### src/rtl/eth_8b10b_tx_encoder.sv
// Transmit-side 8b/10b encoder for the tri-mode Ethernet PCS.
// One byte plus a symbol-select code in, one 10-bit code-group out per cycle,
// with running-disparity tracking and an autonomous /I1/ /I2/ idle generator.
module eth_8b10b_tx_encoder #(
    parameter bit RD_INIT = 1'b0
) (
    input  logic       clk,
    input  logic       reset,
    input  logic [7:0] txd,
    input  logic [3:0] tx_enc_ctrl_sel,
    output logic       in_ready,
    output logic [9:0] tx_10bdata,
    output logic       tx_rd,
    output logic       code_err
);

    typedef enum logic {
        ST_DATA  = 1'b0,
        ST_IDLE2 = 1'b1
    } state_t;

    localparam logic [3:0] SEL_DATA  = 4'b0000;
    localparam logic [3:0] SEL_K28_5 = 4'b0001;
    localparam logic [3:0] SEL_S     = 4'b0010;
    localparam logic [3:0] SEL_T     = 4'b0011;
    localparam logic [3:0] SEL_R     = 4'b0100;
    localparam logic [3:0] SEL_V     = 4'b0101;
    localparam logic [3:0] SEL_IDLE  = 4'b1000;

    state_t      r_state;
    logic [3:0]  r_sel;
    logic [7:0]  r_txd;
    logic [9:0]  r_tx10;
    logic        r_rd;
    logic        r_err;

    logic        w_is_k;
    logic [4:0]  w_x;
    logic [2:0]  w_y;
    logic        w_err;
    logic [10:0] w_enc;
    logic [9:0]  w_wire;

    // 5b/6b table, RD- column, written abcdei (a in the MSB)
    function automatic logic [5:0] tbl_6b(input logic [4:0] x);
        logic [5:0] c;
        case (x)
            5'd0:  c = 6'b100111;
            5'd1:  c = 6'b011101;
            5'd2:  c = 6'b101101;
            5'd3:  c = 6'b110001;
            5'd4:  c = 6'b110101;
            5'd5:  c = 6'b101001;
            5'd6:  c = 6'b011001;
            5'd7:  c = 6'b111000;
            5'd8:  c = 6'b111001;
            5'd9:  c = 6'b100101;
            5'd10: c = 6'b010101;
            5'd11: c = 6'b110100;
            5'd12: c = 6'b001101;
            5'd13: c = 6'b101100;
            5'd14: c = 6'b011100;
            5'd15: c = 6'b010111;
            5'd16: c = 6'b011011;
            5'd17: c = 6'b100011;
            5'd18: c = 6'b010011;
            5'd19: c = 6'b110010;
            5'd20: c = 6'b001011;
            5'd21: c = 6'b101010;
            5'd22: c = 6'b011010;
            5'd23: c = 6'b111010;
            5'd24: c = 6'b110011;
            5'd25: c = 6'b100110;
            5'd26: c = 6'b010110;
            5'd27: c = 6'b110110;
            5'd28: c = 6'b001110;
            5'd29: c = 6'b101110;
            5'd30: c = 6'b011110;
            default: c = 6'b101011;
        endcase
        return c;
    endfunction

    // 3b/4b data table, RD- column, fghj (f in the MSB); y=7 is the primary P7
    function automatic logic [3:0] tbl_4b_data(input logic [2:0] y);
        logic [3:0] c;
        case (y)
            3'd0:    c = 4'b1011;
            3'd1:    c = 4'b1001;
            3'd2:    c = 4'b0101;
            3'd3:    c = 4'b1100;
            3'd4:    c = 4'b1101;
            3'd5:    c = 4'b1010;
            3'd6:    c = 4'b0110;
            default: c = 4'b1110;
        endcase
        return c;
    endfunction

    // 3b/4b control table, RD- column; every K entry flips for RD+
    function automatic logic [3:0] tbl_4b_k(input logic [2:0] y);
        logic [3:0] c;
        case (y)
            3'd0:    c = 4'b1011;
            3'd1:    c = 4'b0110;
            3'd2:    c = 4'b1010;
            3'd3:    c = 4'b1100;
            3'd4:    c = 4'b1101;
            3'd5:    c = 4'b0101;
            3'd6:    c = 4'b1001;
            default: c = 4'b0111;
        endcase
        return c;
    endfunction

    function automatic logic rd_after_6b(input logic [5:0] c, input logic rd_in);
        int ones;
        ones = $countones(c);
        if (ones > 3)            return 1'b1;
        else if (ones < 3)       return 1'b0;
        else if (c == 6'b000111) return 1'b1;
        else if (c == 6'b111000) return 1'b0;
        else                     return rd_in;
    endfunction

    function automatic logic rd_after_4b(input logic [3:0] c, input logic rd_in);
        int ones;
        ones = $countones(c);
        if (ones > 2)          return 1'b1;
        else if (ones < 2)     return 1'b0;
        else if (c == 4'b0011) return 1'b1;
        else if (c == 4'b1100) return 1'b0;
        else                   return rd_in;
    endfunction

    // Returns {rd_after, abcdei, fghj}; the 4b half uses the RD left by the 6b half
    function automatic logic [10:0] encode_8b10b(input logic       is_k,
                                                 input logic [4:0] x,
                                                 input logic [2:0] y,
                                                 input logic       rd_in);
        logic [5:0] c6;
        logic [3:0] c4;
        logic       rd6;
        logic       rd4;
        logic       alt7;
        c6 = (is_k && x == 5'd28) ? 6'b001111 : tbl_6b(x);
        if (rd_in && (is_k || $countones(c6) != 3 || x == 5'd7)) c6 = ~c6;
        rd6 = rd_after_6b(c6, rd_in);
        // A7 avoids a run of five equal bits across the e/i - f/g boundary
        alt7 = !is_k && (y == 3'd7) &&
               ((!rd6 && (x == 5'd17 || x == 5'd18 || x == 5'd20)) ||
                ( rd6 && (x == 5'd11 || x == 5'd13 || x == 5'd14)));
        if (is_k)      c4 = tbl_4b_k(y);
        else if (alt7) c4 = 4'b0111;
        else           c4 = tbl_4b_data(y);
        if (rd6 && (is_k || alt7 || $countones(c4) != 2 || y == 3'd3)) c4 = ~c4;
        rd4 = rd_after_4b(c4, rd6);
        return {rd4, c6, c4};
    endfunction

    assign in_ready   = !((r_state == ST_DATA) && (r_sel == SEL_IDLE));
    assign tx_10bdata = r_tx10;
    assign tx_rd      = r_rd;
    assign code_err   = r_err;

    // Pick the symbol to encode this cycle from the FSM state and stage S1
    always_comb begin
        w_is_k = 1'b0;
        w_x    = r_txd[4:0];
        w_y    = r_txd[7:5];
        w_err  = 1'b0;
        if (r_state == ST_IDLE2) begin
            // r_rd already holds the RD left by the K28.5 of this pair
            if (r_rd) begin
                w_x = 5'd16;
                w_y = 3'd2;
            end else begin
                w_x = 5'd5;
                w_y = 3'd6;
            end
        end else begin
            case (r_sel)
                SEL_DATA: ;
                SEL_K28_5, SEL_IDLE: begin
                    w_is_k = 1'b1; w_x = 5'd28; w_y = 3'd5;
                end
                SEL_S: begin
                    w_is_k = 1'b1; w_x = 5'd27; w_y = 3'd7;
                end
                SEL_T: begin
                    w_is_k = 1'b1; w_x = 5'd29; w_y = 3'd7;
                end
                SEL_R: begin
                    w_is_k = 1'b1; w_x = 5'd23; w_y = 3'd7;
                end
                SEL_V: begin
                    w_is_k = 1'b1; w_x = 5'd30; w_y = 3'd7;
                end
                default: begin
                    w_is_k = 1'b1; w_x = 5'd30; w_y = 3'd7; w_err = 1'b1;
                end
            endcase
        end
    end

    // Encode with the current RD and reorder to wire order (bit0 = a)
    always_comb begin
        w_enc  = encode_8b10b(w_is_k, w_x, w_y, r_rd);
        w_wire = {w_enc[0], w_enc[1], w_enc[2], w_enc[3], w_enc[4],
                  w_enc[5], w_enc[6], w_enc[7], w_enc[8], w_enc[9]};
    end

    // Input stage, idle FSM, output register and RD flop
    always_ff @(posedge clk) begin
        if (reset) begin
            r_state <= ST_DATA;
            r_sel   <= SEL_IDLE;
            r_txd   <= 8'h00;
            r_tx10  <= 10'd0;
            r_rd    <= RD_INIT;
            r_err   <= 1'b0;
        end else begin
            if (in_ready) begin
                r_sel <= tx_enc_ctrl_sel;
                r_txd <= txd;
            end
            r_tx10 <= w_wire;
            r_rd   <= w_enc[10];
            r_err  <= w_err;
            case (r_state)
                ST_DATA:  if (r_sel == SEL_IDLE) r_state <= ST_IDLE2;
                default:  r_state <= ST_DATA;
            endcase
        end
    end

endmodule
### config.mk
export PLATFORM = sky130hd
export DESIGN_NAME = eth_8b10b_tx_encoder
export DESIGN_NICKNAME = d
export VERILOG_FILES = /design/src/rtl/eth_8b10b_tx_encoder.sv
export SDC_FILE = /design/constraint.sdc
export NUM_CORES = 1
export LEC_CHECK = 0
export CAP_MARGIN = 25
export CORE_UTILIZATION = 40
export DETAILED_ROUTE_END_ITERATION = 10
export GPL_ROUTABILITY_DRIVEN = 0
export HOLD_SLACK_MARGIN = 0.08
export PLACE_DENSITY = 0.59
export SLEW_MARGIN = 20
export SYNTH_ARGS = -nofsm -noshare
export SYNTH_HDL_FRONTEND = slang
export SYNTH_SLANG_ARGS = --single-unit
export TNS_END_PERCENT = 5
### constraint.sdc
create_clock -name clk -period 25.7 [get_ports clk]
set_clock_uncertainty 0.15 [all_clocks]
set_input_delay 2.57 -clock clk [delete_from_list [all_inputs] [get_ports clk]]
set_output_delay 2.57 -clock clk [all_outputs]
set_load 0.02 [all_outputs]
After elaboration in Yosys (flattened, before gate mapping):

Memories as Yosys holds them, arrays and structs flattened.
Index checks and enable logic that the tools add are counted.

* output and inout bits: 13
* register bits after elaboration: 25
* word-level logic and storage cells: 108
* ROM bits: 192
* memories kept: 1

* bitwise operators: 3
* add/sub/neg operators: 16
* multiplexer cells: 25
* $lt $le $gt $ge: 4
* equal/unequal tests: 27
* reductions and logical operators: 26

Memory list
* (name not given): depth 32, bits a word 6, read ports 1, clocked after Yosys merged registers in 0, write ports 0, RTL line 47 `case (x)`

Operators by type and width (number)
* $pmux 4 s7: 2
* $pmux 5 s5: 1
* $add 1x1->2: 10
* $eq 5x5->1 const B: 4
* $eq 5x4->1 const B: 3
* $add 2x2->3: 4
* $eq 3x3->1 const B: 4
* $eq 4x2->1 const B: 3
* $mux 1: 12
* $mux 4: 3
* $mux 6: 2
* $logic_or 1x1->1: 10
* $mux 5: 2
* $add 3x2->4: 2
* $eq 4x3->1 const B: 2
* $eq 4x4->1 const B: 2
* $logic_and 1x1->1: 8
* $reduce_or 7->1: 1
* $eq 3x2->1 const B: 2
* $eq 6x3->1 const B: 1
* $eq 6x6->1 const B: 1
* $mux 3: 2
* $not 6->6: 1
* $pmux 3 s2: 1
* other kinds (15): 18

Logic depth before layout (Yosys ltp):

* word-level depth: 39
* gate-level depth with buffers: 46
* gate-level depth less buffers: 44

Least setup slack after synthesis:

Ideal clock, no wire load.

* path type: register to register
* start point: register r_sel[0]
* end point: register r_rd (netlist: tx_rd)
* arrival time: 9.309 ns
* path buffers: 1
* cell stages (with the launch flop): 43
* period minus slack after synthesis: 9.547 ns
* slack: 16.153 ns
* library setup time: 0.088 ns
* required time: 25.462 ns
* path through: dfxtp_1 > buf_4 > or2_1 > o22ai_1 > nand2_1 > nand2_1 > inv_1 > ha_1 > a221oi_2 > a211oi_1 > nor4_2 > a21o_1 > fa_1 > inv_1 > fa_1 > ha_1 > inv_1 > fa_1 > (+7 left out) > ha_1 > fa_1 > and3_1 > o31a_1 > o21ai_4 > a21oi_2 > a211o_1 > fa_1 > ha_1 > ha_1 > nand3_1 > nor2_1 > a31o_2 > nor2_1 > ha_1 > ha_1 > ha_1 > a311oi_2

* cells in the longest elaborated chain, start to end: 39

Ends and longest elaborated chain
* start, declared: RTL line 31 `logic [3:0] r_sel;`
* start signal, assigned: RTL line 224 `r_sel <= tx_enc_ctrl_sel;`
* branches (longest 14 deep; another with $mem_v2 32x6)
* $mux 6 *: RTL line 147 `if (rd_in && (is_k || $countones(c6) != 3 || x == 5'd7)) c6 = ~c6;`
* net w_enc[7]: RTL line 41 `logic [10:0] w_enc;`
* $add 1x1->2 (implied by the code): RTL line 118 `ones = $countones(c);`
* $add 2x2->3 (implied by the code): RTL line 118
* $add 3x2->4 (implied by the code): RTL line 118
* $lt 4x2->1: RTL line 120 `else if (ones < 3) return 1'b0;`
* $mux 1: RTL line 120
* (+12 left out)
* $logic_and 1x1->1: RTL line 156 `if (rd6 && (is_k || alt7 || $countones(c4) != 2 || y == 3'd3)) c4 = ~c4;`
* $mux 4 *: RTL line 156
* net w_enc[3]: RTL line 41
* $add 1x1->2 (implied by the code) / $eq 4x4->1 (equally long branches): RTL line 128, 132
* $add 2x2->3 (implied by the code) / $mux 1 (equally long branches): RTL line 128, 132
* $lt 3x2->1 / $mux 1 (equally long branches): RTL line 130, 131
* $mux 1: RTL line 130 `else if (ones < 2) return 1'b0;`
* $mux 1 *: RTL line 129 `if (ones > 2) return 1'b1;`
* end signal, assigned: RTL line 228 `r_rd <= w_enc[10];`
* end, declared: RTL line 34 `logic r_rd;`

Mark *: on every way through the listed nets, which the timed path passes.
A chain may end at the register's enable or synchronous reset.

Worst setup path after layout:

* start point: register r_state
* end point: register r_rd (netlist: tx_rd)

* cells in the longest elaborated chain, start to end: 36

Ends and longest elaborated chain
* start, declared: RTL line 30 `state_t r_state;`
* start signal, assigned: RTL line 216 `r_state <= ST_DATA;`
* start signal, assigned: RTL line 231 `ST_DATA: if (r_sel == SEL_IDLE) r_state <= ST_IDLE2;`
* start signal, assigned: RTL line 232 `default: r_state <= ST_DATA;`
* branches (longest 11 deep; another with $mem_v2 32x6)
* $mux 6 *: RTL line 147
* net w_enc[7]: RTL line 41
* $add 1x1->2 (implied by the code): RTL line 118
* $add 2x2->3 (implied by the code): RTL line 118
* $add 3x2->4 (implied by the code): RTL line 118
* $lt 4x2->1: RTL line 120
* $mux 1: RTL line 120
* (+12 left out)
* $logic_and 1x1->1: RTL line 156
* $mux 4 *: RTL line 156
* net w_enc[3]: RTL line 41
* $add 1x1->2 (implied by the code) / $eq 4x4->1 (equally long branches): RTL line 128, 132
* $add 2x2->3 (implied by the code) / $mux 1 (equally long branches): RTL line 128, 132
* $lt 3x2->1 / $mux 1 (equally long branches): RTL line 130, 131
* $mux 1: RTL line 130
* $mux 1 *: RTL line 129

Marks and branches as above.

==> summary.md <==
| Metric | Value |
|---|---|
| Avg WL per Cell | 14.6 microns |
| PnR worst setup slack | 15190 ps |
| Crit path time final | 10510 ps |
| Final Util | 48.1% |
| DRT Pass-1 Iters | 4 |
| Clock Sinks | 25 |
| Netlist Area Pre-Place | 0.00232 sq mm |
| Layout cells sized above 1 | 9.70% |
| CTS tree | built |
| Post-CTS setup buffers | 0 |
| Vias in the first global route | 2039 |
| Highest metal used | met4 |
| Worst min-delay path class | flip-flop to flip-flop |
| Final hold vios | 0 |
| Post-synthesis mux area share | 4.10% |
| GR Overflow Total | 0 |
| Worst skew pair latency | 280 ps |
| CTS clk-pin slew, worst paths | 90 ps |
| Mapped Nets | 316 |
| Synth Area in Compound Gates | 25.7% |
| DP Worst Slack | 15290 ps |
| Seq/Total Area, Yosys | 21.6% |
| Clock Tree Root | clkbuf_8 |
| Antenna cells | 0 |
| Startpoint types | flip-flop |
| CTS Hold Buffers Added | 0 |
| Setup TNS | 0 ps |
| Worst-Margin Slew | 892 ps |
| H-tree depth | 1 |
| Reg2reg start | r_state$_SDFF_PP0_ |
| DPL Wire Length | 4.31 mm |
| I/O pin cnt | 27 |
| Xor and xnor fraction of the mapped netlist area | 2.26% |
| DRT Wirelength | 5.43 mm |
| Synth warnings | 0 |
| CP startpoint | r_state$_SDFF_PP0_ |
| Remaining DRCs | 0 |
| Total GRT Usage | 19.3% |
| Crit-path max cell delay | 920 ps |
| Slowest CP cell | dfxtp_1 |
| Placed Instances | 367 |
| Synth Area in Adders | 14.2% |
| Commonest non-fill, non-tap cell in the layout | nor2_1 |
| Fmax | 95.2 MHz |
| Layout area overhead | 14.8% |
| Clock buffer depth | 2 |
| Total core area | 0.00554 sq mm |
| Critical path's most frequent cell | ha_1 |
| CP Data Required Time | 25720 ps |
| Vias per inst | 5.74 |
| Hold Crit Start | r_txd[1]$_SDFFE_PP0N_ |
| Critical path peak fanout | 23 |
| Final Cycle Share | 40.9% |
| Main synth FF type | dfxtp_1 |
| Die outline area | 0.00611 sq mm |
| Initial antenna violation count | 0 |
| Die width | 78.2 microns |
| Async set-or-reset flop fraction in the synthesized netlist | 0% |
| Inserted Clock Buffers | 3 |
| Post-synth EDFFs | 0 |
| Slew HR | 40.5% |
| WL met2 | 2.42 mm |
| Starting density of the core | 41.9% |
| Post-CTS resize count | 0 |
| Routed length on met3 | 208 microns |
| Die H | 78.2 microns |
| Post-route antenna net violation count | 0 |
| Global-route wire length before repair | 9.52 mm |
| Pins Over Slew Limit | 0 |
| Fin cells | 371 |
| Port bufs | 26 |
| WS Path Type | flip-flop to flip-flop |
| Mapped Avg Cell Area | 8.29 sq um |
| Routed vias | 2128 |
| RSZ-0062 raised after global routing | false |
| Largest net degree at the start of global routing | 24 |
| Main combinational cell family by area after synthesis | simple AND/OR/NAND/NOR gates |
| Flops & latches, synth | 25 |
| Status | finished, final reports clean |
| Commonest non-fill, non-tap cells in the layout | nor2_1 (30), clkdlybuf4s50_1 (26), dfxtp_1 (25) |
| M1 WL | 2.69 mm |
| Synth Area in Simple Gates | 27.3% |
| Worst Path Arrival | 10530 ps |
| Cell count after synthesis | 280 |
| Final setup viols | 0 |
| Final nets | 336 |
| Core Rows | 27 |
| Max cap viols | 0 |
| Initial DRC Count | 157 |
| CP Capture Type | flip-flop |
| Post-synth cell types | 66 |
-- path summary, 6_finish.rpt --
| check | endpoint | slack, ps | depth (start not counted) |
|---|---|---|---|
| min reg2reg | r_txd[1]$_SDFFE_PP0N_ | 360 | 2 |
| max reg2reg | tx_rd$_SDFF_PP0_ | 15190 | 40 |
| max | tx_rd$_SDFF_PP0_ | 15190 | 40 |
| min | r_txd[1]$_SDFFE_PP0N_ | 360 | 2 |
-- synth_stat cells, types with 3 or more instances --
cell / count / area [sq um]
nor2_1: 30 / 113
nor3_1: 4 / 20.0
inv_1: 14 / 52.6
a21oi_1: 16 / 80.1
a311o_1: 3 / 30.0
nand2b_1: 4 / 25.0
clkbuf_1: 5 / 18.8
buf_2: 3 / 15.0
a21oi_2: 3 / 26.3
a21o_1: 6 / 45.0
dfxtp_1: 25 / 500
o21a_1: 3 / 22.5
xnor2_1: 5 / 43.8
nand4_1: 4 / 25.0
ha_1: 16 / 200
a211o_1: 3 / 26.3
nand2_1: 16 / 60.1
nor2b_1: 8 / 50.1
o21ai_0: 7 / 35.0
nand3_1: 15 / 75.1
mux2i_1: 8 / 80.1
buf_4: 3 / 22.5
a221oi_2: 3 / 45.0
and3_1: 6 / 37.5
a31oi_1: 5 / 31.3
and2_1: 4 / 25.0
fa_1: 6 / 120
a211oi_1: 3 / 22.5
-- per-layer routing --
metal	GRT usage, %	vias up
li1	-	1066
met1	26.9	997
met2	29.5	55
met3	2.56	10
met4	8.33	0
met5	0	-
-- sequential cells by signal, indices dropped and copies added, names as in the netlist --
register	cells
code_err	1
tx_10bdata	10
r_sel	4
r_txd	8
tx_rd	1
r_state	1
-- stage by stage --
stage	instance area (sq um)	hold slack, ps
floorplan	2320	310
global placement	2620	335
detailed placement	2620	345
CTS	2660	373
global route	2660	401
finish	2660	361
-- worst max-delay path, delay by kind of cell, from the launching register on --
family / cells / cell delay, ps
fa+ha+maj: 15 / 5090
buf+inv: 4 / 270
compound gates: 11 / 2360
xor+xnor: 1 / 200
flops: 1 / 920
simple gates: 9 / 1420
-- layout make-up --
type | instances | area, sq um
fillers | 559 | 2880
multi-input cells | 229 | 1710
flip-flops and latches | 25 | 500
repair buffers | 26 | 260
well taps | 72 | 90.1
inverters | 15 | 56.3
clock buffers | 3 | 41.3
clock inverters | 1 | 7.51
-- cell families after synthesis --
group	count (synthesis)
simple gates	113
compound gates	78
buf+inv	26
flops	25
fa+ha+maj	23
mux	9
xor+xnor	6
Power is not shown: default switching activity piles up to over one toggle a cycle in this logic, so the estimate is an artifact.
